$ cat src/rtl/tqvp_bus_pkg.sv
// tqvp_bus_pkg: shared size/strobe encodings, initiator FSM states and the size-mask helper
package tqvp_bus_pkg;
  localparam logic [1:0] SZ_BYTE = 2'b00;
  localparam logic [1:0] SZ_HALF = 2'b01;
  localparam logic [1:0] SZ_WORD = 2'b10;
  localparam logic [1:0] SZ_NONE = 2'b11;
  typedef enum logic [1:0] {IDLE, ACCESS, RESP} state_t;
  function automatic logic [31:0] size_mask(input logic [1:0] sz, input logic [31:0] d);
    return sz == SZ_BYTE ? {24'd0, d[7:0]} :
           sz == SZ_HALF ? {16'd0, d[15:0]} :
           sz == SZ_WORD ? d : 32'd0;
  endfunction
endpackage

$ cat src/rtl/tqvp_bus_initiator.sv
// tqvp_bus_initiator: valid/ready host for the tqvp peripheral register bus with per-access timeout
module tqvp_bus_initiator
  import tqvp_bus_pkg::*;
#(
  parameter int TIMEOUT = 16
) (
  input  logic        clk,
  input  logic        rst,
  input  logic        req_valid,
  output logic        req_ready,
  input  logic        req_write,
  input  logic [1:0]  req_size,
  input  logic [5:0]  req_addr,
  input  logic [31:0] req_wdata,
  output logic        rsp_valid,
  input  logic        rsp_ready,
  output logic [31:0] rsp_rdata,
  output logic        rsp_err,
  output logic [5:0]  bus_address,
  output logic [31:0] bus_wdata,
  output logic [1:0]  bus_write_n,
  output logic [1:0]  bus_read_n,
  input  logic [31:0] bus_rdata,
  input  logic        bus_ready
);
  localparam logic [7:0] TO = 8'(TIMEOUT);
  state_t      state, state_nxt;
  logic [7:0]  timer, timer_nxt;
  logic        wr, wr_nxt;
  logic [1:0]  sz, sz_nxt, write_n_nxt, read_n_nxt;
  logic [5:0]  addr_nxt;
  logic [31:0] wdata_nxt, rdata_nxt;
  logic        valid_nxt, err_nxt;
  assign req_ready = state == IDLE;
  always_comb begin
    state_nxt   = state;
    timer_nxt   = timer;
    wr_nxt      = wr;
    sz_nxt      = sz;
    addr_nxt    = bus_address;
    wdata_nxt   = bus_wdata;
    write_n_nxt = SZ_NONE;
    read_n_nxt  = SZ_NONE;
    valid_nxt   = rsp_valid;
    err_nxt     = rsp_err;
    rdata_nxt   = rsp_rdata;
    case (state)
      IDLE: if (req_valid) begin
        wr_nxt = req_write;
        sz_nxt = req_size;
        timer_nxt = 8'd0;
        if (req_size == SZ_NONE) begin
          state_nxt = RESP;
          valid_nxt = 1'b1;
          err_nxt   = 1'b1;
          rdata_nxt = 32'd0;
        end else begin
          state_nxt   = ACCESS;
          addr_nxt    = req_addr;
          wdata_nxt   = size_mask(req_size, req_wdata);
          write_n_nxt = req_write ? req_size : SZ_NONE;
          read_n_nxt  = req_write ? SZ_NONE : req_size;
        end
      end
      ACCESS: if (bus_ready || timer + 8'd1 == TO) begin
        // a late data_ready still beats the timeout in the same cycle
        state_nxt = RESP;
        valid_nxt = 1'b1;
        err_nxt   = !bus_ready;
        rdata_nxt = bus_ready && !wr ? size_mask(sz, bus_rdata) : 32'd0;
      end else begin
        timer_nxt   = timer + 8'd1;
        write_n_nxt = bus_write_n;
        read_n_nxt  = bus_read_n;
      end
      RESP: if (rsp_ready) begin
        state_nxt = IDLE;
        valid_nxt = 1'b0;
      end
      default: state_nxt = IDLE;
    endcase
  end
  always_ff @(posedge clk or posedge rst) begin
    if (rst) begin
      state       <= IDLE;
      timer       <= 8'd0;
      wr          <= 1'b0;
      sz          <= SZ_NONE;
      bus_address <= 6'd0;
      bus_wdata   <= 32'd0;
      bus_write_n <= SZ_NONE;
      bus_read_n  <= SZ_NONE;
      rsp_valid   <= 1'b0;
      rsp_err     <= 1'b0;
      rsp_rdata   <= 32'd0;
    end else begin
      state       <= state_nxt;
      timer       <= timer_nxt;
      wr          <= wr_nxt;
      sz          <= sz_nxt;
      bus_address <= addr_nxt;
      bus_wdata   <= wdata_nxt;
      bus_write_n <= write_n_nxt;
      bus_read_n  <= read_n_nxt;
      rsp_valid   <= valid_nxt;
      rsp_err     <= err_nxt;
      rsp_rdata   <= rdata_nxt;
    end
  end
endmodule

$ cat config.mk
export PLATFORM = sky130hd
export DESIGN_NAME = tqvp_bus_initiator
export DESIGN_NICKNAME = d
export VERILOG_FILES = /design/src/rtl/tqvp_bus_pkg.sv /design/src/rtl/tqvp_bus_initiator.sv
export SDC_FILE = /design/constraint.sdc
export NUM_CORES = 1
export LEC_CHECK = 0
export CORE_MARGIN = 2
export CORE_UTILIZATION = 45
export DETAILED_ROUTE_END_ITERATION = 12
export GPL_TIMING_DRIVEN = 0
export PLACE_DENSITY = 0.83
export RECOVER_POWER = 100
export SLEW_MARGIN = 15
export SYNTH_ARGS = -nofsm -noshare
export SYNTH_HDL_FRONTEND = slang
export SYNTH_SLANG_ARGS = --single-unit
$ cat constraint.sdc
create_clock -name clk -period 3.9 [get_ports clk]
set_input_delay 0.39 -clock clk [delete_from_list [all_inputs] [get_ports clk]]
set_output_delay 0.39 -clock clk [all_outputs]
set_load 0.03 [all_outputs]
==> metrics list, run 1 <==
- Number of antenna violations at the first check in global routing: 0
- F_max: 370 MHz
* Total power of the final layout: 0.00370 W
- The repair_antennas step left the layout with diodes totalling 0.
* Failing checks: capacitance limit, slew limit
- Placement Rows: 32
- Worst-path fanout max: 10
- Max cap viols: 1
- Final hold analysis gives a worst-case slack of 0.480 ns.
- DRC viols: 0
* CP startpoint kind: register
- Worst slew pin tran: 1.79 ns
- Filler Cells Inserted: 569
- Hold Fails Final Rpt: 0
* Number of post-CTS setup repair buffers: 0
- Cell with the biggest individual delay on the critical path: sky130_fd_sc_hd__a221oi_1
- After technology mapping, the gate count stands at 269.
- GRT Util Overall: 21.4%
- Status: finished with violations
* Final RePlAce weighted congestion: 0.768
- Maximum number of pins on one net before global-route repair: 51
- In this run the horizontal extent of the chip is 92.6 µm.
- Dominant register cell in the synthesized netlist: sky130_fd_sc_hd__dfrtp_1
- Most frequently used cell type in the post-synthesis netlist: sky130_fd_sc_hd__dfrtp_1
* Worst path required time: 4.14 ns
* Critical Path AT: 2.94 ns
- Total Die Area: 0.00858 mm²
* Number of buffers and inverters on the critical path: 1
* Cell chosen for the clock root: sky130_fd_sc_hd__clkbuf_8
- Sequence of cells on the critical path: nand3_1 -> or3_1 -> a221oi_1 -> o21ai_4 -> clkbuf_1 -> a22o_1
- Chip height: 92.6 µm
- Number of buffers added by the clock tree synthesis step: 9
- Hold Path Origin: bus_wdata[10]
* Setup slack of the worst register-to-register path: 1.20 ns
- R2r worst-path depth: 6
- Synthesized area divided by synthesized cell count: 13.1 µm²
- For this design, the sink count on the clock tree is 89.
- Clock latency on the worst-skew pair, taken at its later pin, is 0.36 ns.
- Hold repair after CTS inserted 0 buffers.
- The share of synthesized area in the top cell type comes to 58.7%.
- For this run, the post-layout net count is 514.
* Critical path start-end classification: register to register
- Via count of the first global-routing pass: 2904
* Post-synth top area cell: sky130_fd_sc_hd__dfrtp_1
* Total leakage power: 2.45 nW
- Start of the worst register-to-register path: timer[0]
- Clock-pin transition on the worst setup and hold timing paths: 0.09 ns
* Area delta synth->final: 51.5%
* Post-synth top cells: sky130_fd_sc_hd__dfrtp_1 (83), sky130_fd_sc_hd__a22o_1 (48), sky130_fd_sc_hd__nand2_1 (29)
- Detailed router's first-iteration violation count: 144
* Number of buffers inserted by port buffering: 154
- Syn_nets: 348
* Count of final max-slew check failures: 40
- Top post-synthesis cells by area: sky130_fd_sc_hd__dfrtp_1 (59%), sky130_fd_sc_hd__a22o_1 (12%), sky130_fd_sc_hd__mux2_2 (5.4%)
- Type of the tightest min-delay check: register to register
- The synthesized design contains 89 register bits.
- The total overflow left after global routing is 0.
* CTS tree: yes
- Before antenna repair, the detailed router went through 4 iterations.
- Final worst path period need: 2.70 ns
- Using the TritonRoute via totals, the vias-per-cell ratio works out to 5.19.
- STA classifies the critical path endpoint as a register.
- Core Box Area: 0.00769 mm²
- Broken down by cell family, the worst path's largest delay share belongs to compound AO/OA/AOI/OAI gates.
- Total power divided by cell area: 691 mW/mm²
* Detailed placement HPWL: 6470 µm
- Count of antenna-violating nets left after detailed routing: 0
- The synthesized netlist occupies a cell area of 0.00354 mm².
- For this configuration, the core starts out at a cell density of 46.0%.
- After detailed routing, the average wire length per cell comes to 16.3 µm.
- RSZ-0062 raised after global routing: false
* Count of flip-flops with a built-in enable after synthesis: 0
* Sum of routed wire length over all layers: 8830 µm
- Along the worst hold path, the cell count comes to 2.
- Of the cells placed in the final design, the portion with a size suffix greater than 1 is 10.9%.
- Sequential-to-total area share from yosys stat: 63.2%
- In this run the critical register-to-register path is captured at rsp_rdata[7].
- CTS built an H-tree with a depth of 3.
- Setup violations remaining at the end of the flow were counted as 0.
- Measured against its own limit, the worst slew margin works out to -20.1%.
- Final critical-path share of the clock period: 69.3%
- Leaving out filler cells and counting taps, the final layout contains 542.
- Post-cts gate resize count: 0
* Peak VDD IR: 0.000516 V
* Number of buffers on the longest clock path: 2
- Total number of vias: 2812
- Top-level I/O count: 155
* First-pass GRT wire length: 14300 µm
- On the final layout, the worst clock skew is 0.0131 ns.
* Yosys Warn Count: 0
- After synthesis, the share of flip-flops with an asynchronous set or reset is 100%.
- Maximum cell stage delay along the critical path: 0.88 ns
* Count of cell types in the netlist: 43
* Placed cells: 526
* End of the worst hold path: bus_wdata[10]
per-stage QoR:
step                      worst slack [ns]  utilization (%)  cell area [µm²]  setup TNS [ns]
final                                 1.20             69.7             5360               0
after global routing                 0.999             69.7             5360               0
after CTS                             1.73             70.4             5410               0
after detailed placement              1.53             68.1             5240               0
after global placement              -0.101             67.7             5200           -8.05
after floorplan                       1.21                -             3540               0
cells in the final DEF (no fill, tap or decap), types with 2 or more instances in the layout:
master,instances
sky130_fd_sc_hd__dlygate4sd3_1,79
sky130_fd_sc_hd__inv_6,4
sky130_fd_sc_hd__a2bb2oi_1,3
sky130_fd_sc_hd__a22o_1,48
sky130_fd_sc_hd__nor3_1,2
sky130_fd_sc_hd__xnor2_1,3
sky130_fd_sc_hd__or2_2,2
sky130_fd_sc_hd__dfstp_2,6
sky130_fd_sc_hd__clkbuf_8,9
sky130_fd_sc_hd__or3_1,2
sky130_fd_sc_hd__o21ai_0,13
sky130_fd_sc_hd__dfrtp_1,83
sky130_fd_sc_hd__o32a_1,2
sky130_fd_sc_hd__or4_1,2
sky130_fd_sc_hd__nor2_1,7
sky130_fd_sc_hd__clkdlybuf4s50_1,75
sky130_fd_sc_hd__nand3_1,5
sky130_fd_sc_hd__clkbuf_1,12
sky130_fd_sc_hd__nand2b_1,2
sky130_fd_sc_hd__a21oi_1,2
sky130_fd_sc_hd__mux2_2,17
sky130_fd_sc_hd__mux2i_1,3
sky130_fd_sc_hd__nand2_1,29
sky130_fd_sc_hd__o221ai_1,2
sky130_fd_sc_hd__inv_1,4
kinds of logic (layout without fill, tap and decap cells):
group | after synthesis | count (layout) | synth area share, %
flip-flops | 89 | 89 | 63.2
AO/OA/AOI/OAI | 79 | 79 | 18.8
AND/OR/NAND/NOR | 57 | 57 | 7.61
multiplexers | 20 | 20 | 6.26
buffers and inverters | 20 | 191 | 3.01
XOR/XNOR | 3 | 3 | 0.743
adder cells (fa/ha/maj) | 1 | 1 | 0.354
report_power, final:
group,internal (W),switching [W],total [W],leakage [nW]
combinational,0.000709,0.000995,0.00170,1.20
sequential,0.00124,0.000168,0.00141,1.15
clock,0.000242,0.000348,0.000590,0.0920
how the worst max path moves through the flow:
| stage | endpoint | from | slack (ns) | cells past startpoint |
|---|---|---|---|---|
| floorplan | bus_address[0] | rst | 1.21 | 1 |
| CTS | rsp_rdata[20] | state[1] | 1.73 | 5 |
| finish | rsp_rdata[7] | timer[0] | 1.20 | 6 |
| detailed placement | rsp_rdata[21] | bus_ready | 1.53 | 5 |
| global placement | bus_address[5] | rst | -0.10 | 2 |
| global route | rsp_rdata[7] | timer[0] | 1.0 | 6 |
layer usage:
metal  wire (µm)  GRT usage [%]  part of all wire (%)
met5           0              0                     0
met3         861           9.11                   9.8
met4         116           6.74                   1.3
met2        4230           34.5                    48
met1        3620           26.2                    41
state kept, by name (all words and copies together), names as in the netlist:
name and flops:
rsp_rdata 32, bus_read_n 2, bus_wdata 32, wr 1
rsp_err 1, sz 2, state 2, rsp_valid 1
timer 8, bus_write_n 2, bus_address 6
layout make-up:
cell class	count	area (µm²)	area share, %
clock inverter	6	48.8	0.911
inverter	6	23.8	0.444
buffer	14	61.3	1.14
sequential	89	2230	41.7
timing repair buffer	155	1570	29.3
multi-input combinational	160	1160	21.7
clock buffer	10	128	2.38
tap	102	128	2.38
worst min-delay path, cell delays in order (launching register included):
cell	delay, ns
sky130_fd_sc_hd__dfrtp_1	0.34
sky130_fd_sc_hd__nand2_1	0.04
sky130_fd_sc_hd__o21ai_0	0.06
(Power assumes the default switching activity.)
==> inputs of run 2 (changes only) <==
--- a/config.mk
+++ b/config.mk
@@ -6,10 +6,10 @@
 export NUM_CORES = 1
 export LEC_CHECK = 0
 export CORE_MARGIN = 2
-export CORE_UTILIZATION = 45
+export CORE_UTILIZATION = 42
 export DETAILED_ROUTE_END_ITERATION = 12
 export GPL_TIMING_DRIVEN = 0
-export PLACE_DENSITY = 0.83
+export PLACE_DENSITY = 0.78
 export RECOVER_POWER = 100
 export SLEW_MARGIN = 15
 export SYNTH_ARGS = -nofsm -noshare
==> constraint.sdc (replaced) <==
create_clock -name clk -period 2.7 [get_ports clk]
set_input_delay 0.27 -clock clk [delete_from_list [all_inputs] [get_ports clk]]
set_output_delay 0.27 -clock clk [all_outputs]
set_load 0.03 [all_outputs]
==> run 2 against run 1 <==
  * The flow still finishes with violations (capacitance limit, slew limit)
  * Clock-buffer cell count unchanged
  * Worst setup slack got worse by 0.84 ns
  * Maximum frequency grew 15%
  * Worst hold slack worse by 0.0099 ns
  * Flip-flop and latch count unchanged
  * Design area grew 1.4%
  * Clock skew hardly changed
  * Die area up 6.8%
  * Register-to-register slack got worse by 0.84 ns
  * Routed wire length shrank 0.19%
  * Utilization fell by 3.3 points
  * Power is 49% higher
  * Largest cell class unchanged
==> metrics list, run 2 (synthesized netlist as in run 1, its figures left out) <==
- The worst clock skew was 0.0127 ns (-0.000416 ns).
* Total power divided by cell area: 1010 mW/mm² (+47%)
- Type of the tightest min-delay check: input port to register
- The final layout net count came to 514 (unchanged).
- The total count of max-transition violations in the final report is 44 (+10%).
* Final Worst Setup Slack: 0.358 ns (-0.839 ns)
- Detailed placement HPWL: 6570 µm (+1.4%)
* Detailed router's first-iteration violation count: 58 (-60%)
* CP startpoint kind: register
- Worst-Skew Late Latency: 0.35 ns (about the same)
* Failing checks: capacitance limit, slew limit
- The final worst-path cycle share is 86.7% (+17 points).
- The final cell count without fillers is 545 (+0.55%).
* CP Capture Type: register
- The library cell used most frequently in the layout, excluding fill and tap cells, is sky130_fd_sc_hd__dfrtp_1.
- The core occupancy in the finished layout came to 66.4% (-3.3 points).
- The count of buffers added by post-CTS timing repair for setup came to 0 (unchanged).
* F_max: 427 MHz (+15%)
- RSZ-0062 raised after global routing: false
- Max cap viols: 1 (unchanged)
- Cell with the biggest individual delay on the critical path: sky130_fd_sc_hd__dfrtp_1
- The instance count after placement with tap cells included is 529 (+0.57%).
- WL per Instance: 16.2 µm (-0.74%)
- The cell internal power dissipation is 0.00336 W (+53%).
- The leakage power figure was 2.48 nW (+1.5%).
- Total Neg Setup Slack: 0 ns (unchanged)
- The setup slack after placement came to 0.402 ns (-1.13 ns).
- Final setup vio count: 0 (unchanged)
- TritonCTS built the clock tree.
* Sequential Power Share: 36.9% (-1.1 points)
- Die width: 95.8 µm (+3.4%)
- The tree is rooted in a sky130_fd_sc_hd__clkbuf_8.
- Number of buffers added by the clock tree synthesis step: 9 (unchanged)
* Leading cell types in the layout, fill and taps excluded: sky130_fd_sc_hd__dfrtp_1 (83), sky130_fd_sc_hd__dlygate4sd3_1 (78), sky130_fd_sc_hd__clkdlybuf4s50_1 (76)
- Maximum number of pins on one net before global-route repair: 47 (-7.8%)
- Number of sinks handled by clock tree synthesis: 89 (unchanged)
- Placed standard-cell area: 0.00524 mm² (about the same)
- Status: finished with violations
- Core Box Area: 0.00818 mm² (+6.3%)
- The die outline area was 0.00917 mm² (+6.8%).
* Registers with the highest flip-flop counts: bus_wdata x32, rsp_rdata x32, timer x8
- The transition time at the pin with the least slew margin is 1.67 ns (-0.122 ns).
- The worst relative slew slack is -11.4% (+8.6 points).
- The total number of vias was 2785 (-0.96%).
- Hold Fails Final Rpt: 0 (unchanged)
* Critical path start-end classification: register to register
- The first-pass iteration count of the detailed router was 4 (unchanged).
* Count of antenna-violating nets left after detailed routing: 0 (unchanged)
- Number of antenna violations at the first check in global routing: 0 (unchanged)
* Top-level I/O count: 155 (unchanged)
* Clock-pin transition on the worst setup and hold timing paths: 0.08 ns (about the same)
- Post-DR vias/cell: 5.11 (-1.5%)
- The final design area excluding fillers came to 0.00543 mm² (+1.4%).
* DRC viols: 0 (unchanged)
- The area growth from synthesis to layout is 53.6%.
- The placer congestion estimate is 0.750 (-2.3%).
- The post-cts sizing count was 0 (unchanged).
- The switching share of power came to 39.0% (-1.8 points).
* Chip height: 95.8 µm (+3.4%)
* Final worst path period need: 2.34 ns (-0.361 ns)
- The switching power summed over all nets is 0.00215 W (+42%).
- The largest voltage drop on the vdd net was 0.000579 V (+12%).
- Diode insertion count for antenna repair: 0 (unchanged)
- The number of buffers inserted by port buffering came to 154 (unchanged).
- The fraction of power consumed by combinational cells was 44.9% (-1.1 points).
- Relative contribution of the clock network to total power: 18.1% (+2.2 points)
- Layout cell share with drive strength beyond 1: 11.6% (+0.68 points)
- The total congestion overflow was 0 (unchanged).
- The maximum buffer depth of the clock tree came to 2 (unchanged).
- Worst-path fanout max: 10 (unchanged)
- H-tree depth: 3 (unchanged)
- Via count of the first global-routing pass: 2870 (-1.2%)
- Hold bufs inserted after CTS: 0 (unchanged)
* Initial Utilization: 43.3% (-2.7 points)
- Maximum cell stage delay along the critical path: 0.47 ns (-0.41 ns)
- The first-pass GRT wire length is 14200 µm (-0.43%).
- The data required time at the worst endpoint was 2.93 ns (-1.21 ns).
- The all-layer global routing usage came to 20.3% (-1.1 points).
* Critical Path AT: 2.57 ns (-0.37 ns)
- The floorplan row count was 33 (+3.1%).
* Sequence of cells on the critical path: nand2_1 -> or3_1 -> a221oi_4 -> o21ai_1 -> clkbuf_2 -> a22o_1
- Sum of routed wire length over all layers: 8810 µm (-0.19%)
## run 2: final cells by class
| type | instances | area (µm²) |
|---|---|---|
| fill | 659 | 2740 |
| sequential | 89 | 2230 |
| timing repair buffer | 155 | 1570 |
| multi-input combinational | 160 | 1180 |
| tap | 105 | 131 |
| clock buffer | 10 | 128 |
| clock inverter | 6 | 91.3 |
| buffer | 14 | 77.6 |
| inverter | 6 | 22.5 |
## run 2: worst paths after layout
check	startpoint	to	slack, ns	cells after the start
worst min-delay path	req_wdata[15]	bus_wdata[15]	0.47	3
worst min register to register	bus_wdata[15]	bus_wdata[15]	0.47	2
max in group asynchronous	rst	bus_read_n[0]	0.83	3
worst max register to register	timer[4]	rsp_rdata[21]	0.36	6
min in group asynchronous	rst	rsp_rdata[29]	0.88	2
worst max-delay path	timer[4]	rsp_rdata[21]	0.36	6
## run 2: power groups by stage
stage                     combinational, W  clock (W)  sequential (W)
final                              0.00248   0.000999         0.00203
after global routing               0.00265    0.00109         0.00210
after CTS                          0.00268    0.00102         0.00206
after detailed placement           0.00267          0         0.00208
after global placement             0.00263          0         0.00205
after floorplan                   0.000721          0         0.00285
## run 2: worst max-delay path: cells and delay by family, from the launching register on
kind                   cells  cell delay [ns]
buffers and inverters      1             0.29
AOI/OAI and AO/OA          3             0.98
and+or+nand+nor            2             0.49
DFF                        1             0.47
## run 2: stage by stage
stage / hold slack, ns / power (W)
4_1_cts: 0.337 / 0.00576
2_1_floorplan: 0.309 / 0.00357
3_3_place_gp: 0.461 / 0.00468
6_report: 0.470 / 0.00551
3_5_place_dp: 0.469 / 0.00475
5_1_grt: 0.475 / 0.00584
## run 2: per-layer routing
layer / global-route usage (%) / up-vias / routed length (µm)
met5: 0 / - / 0
met4: 6.79 / 0 / 110
met3: 6.11 / 8 / 639
met2: 35.0 / 95 / 4510
met1: 24.4 / 1359 / 3550
li1: - / 1323 / -
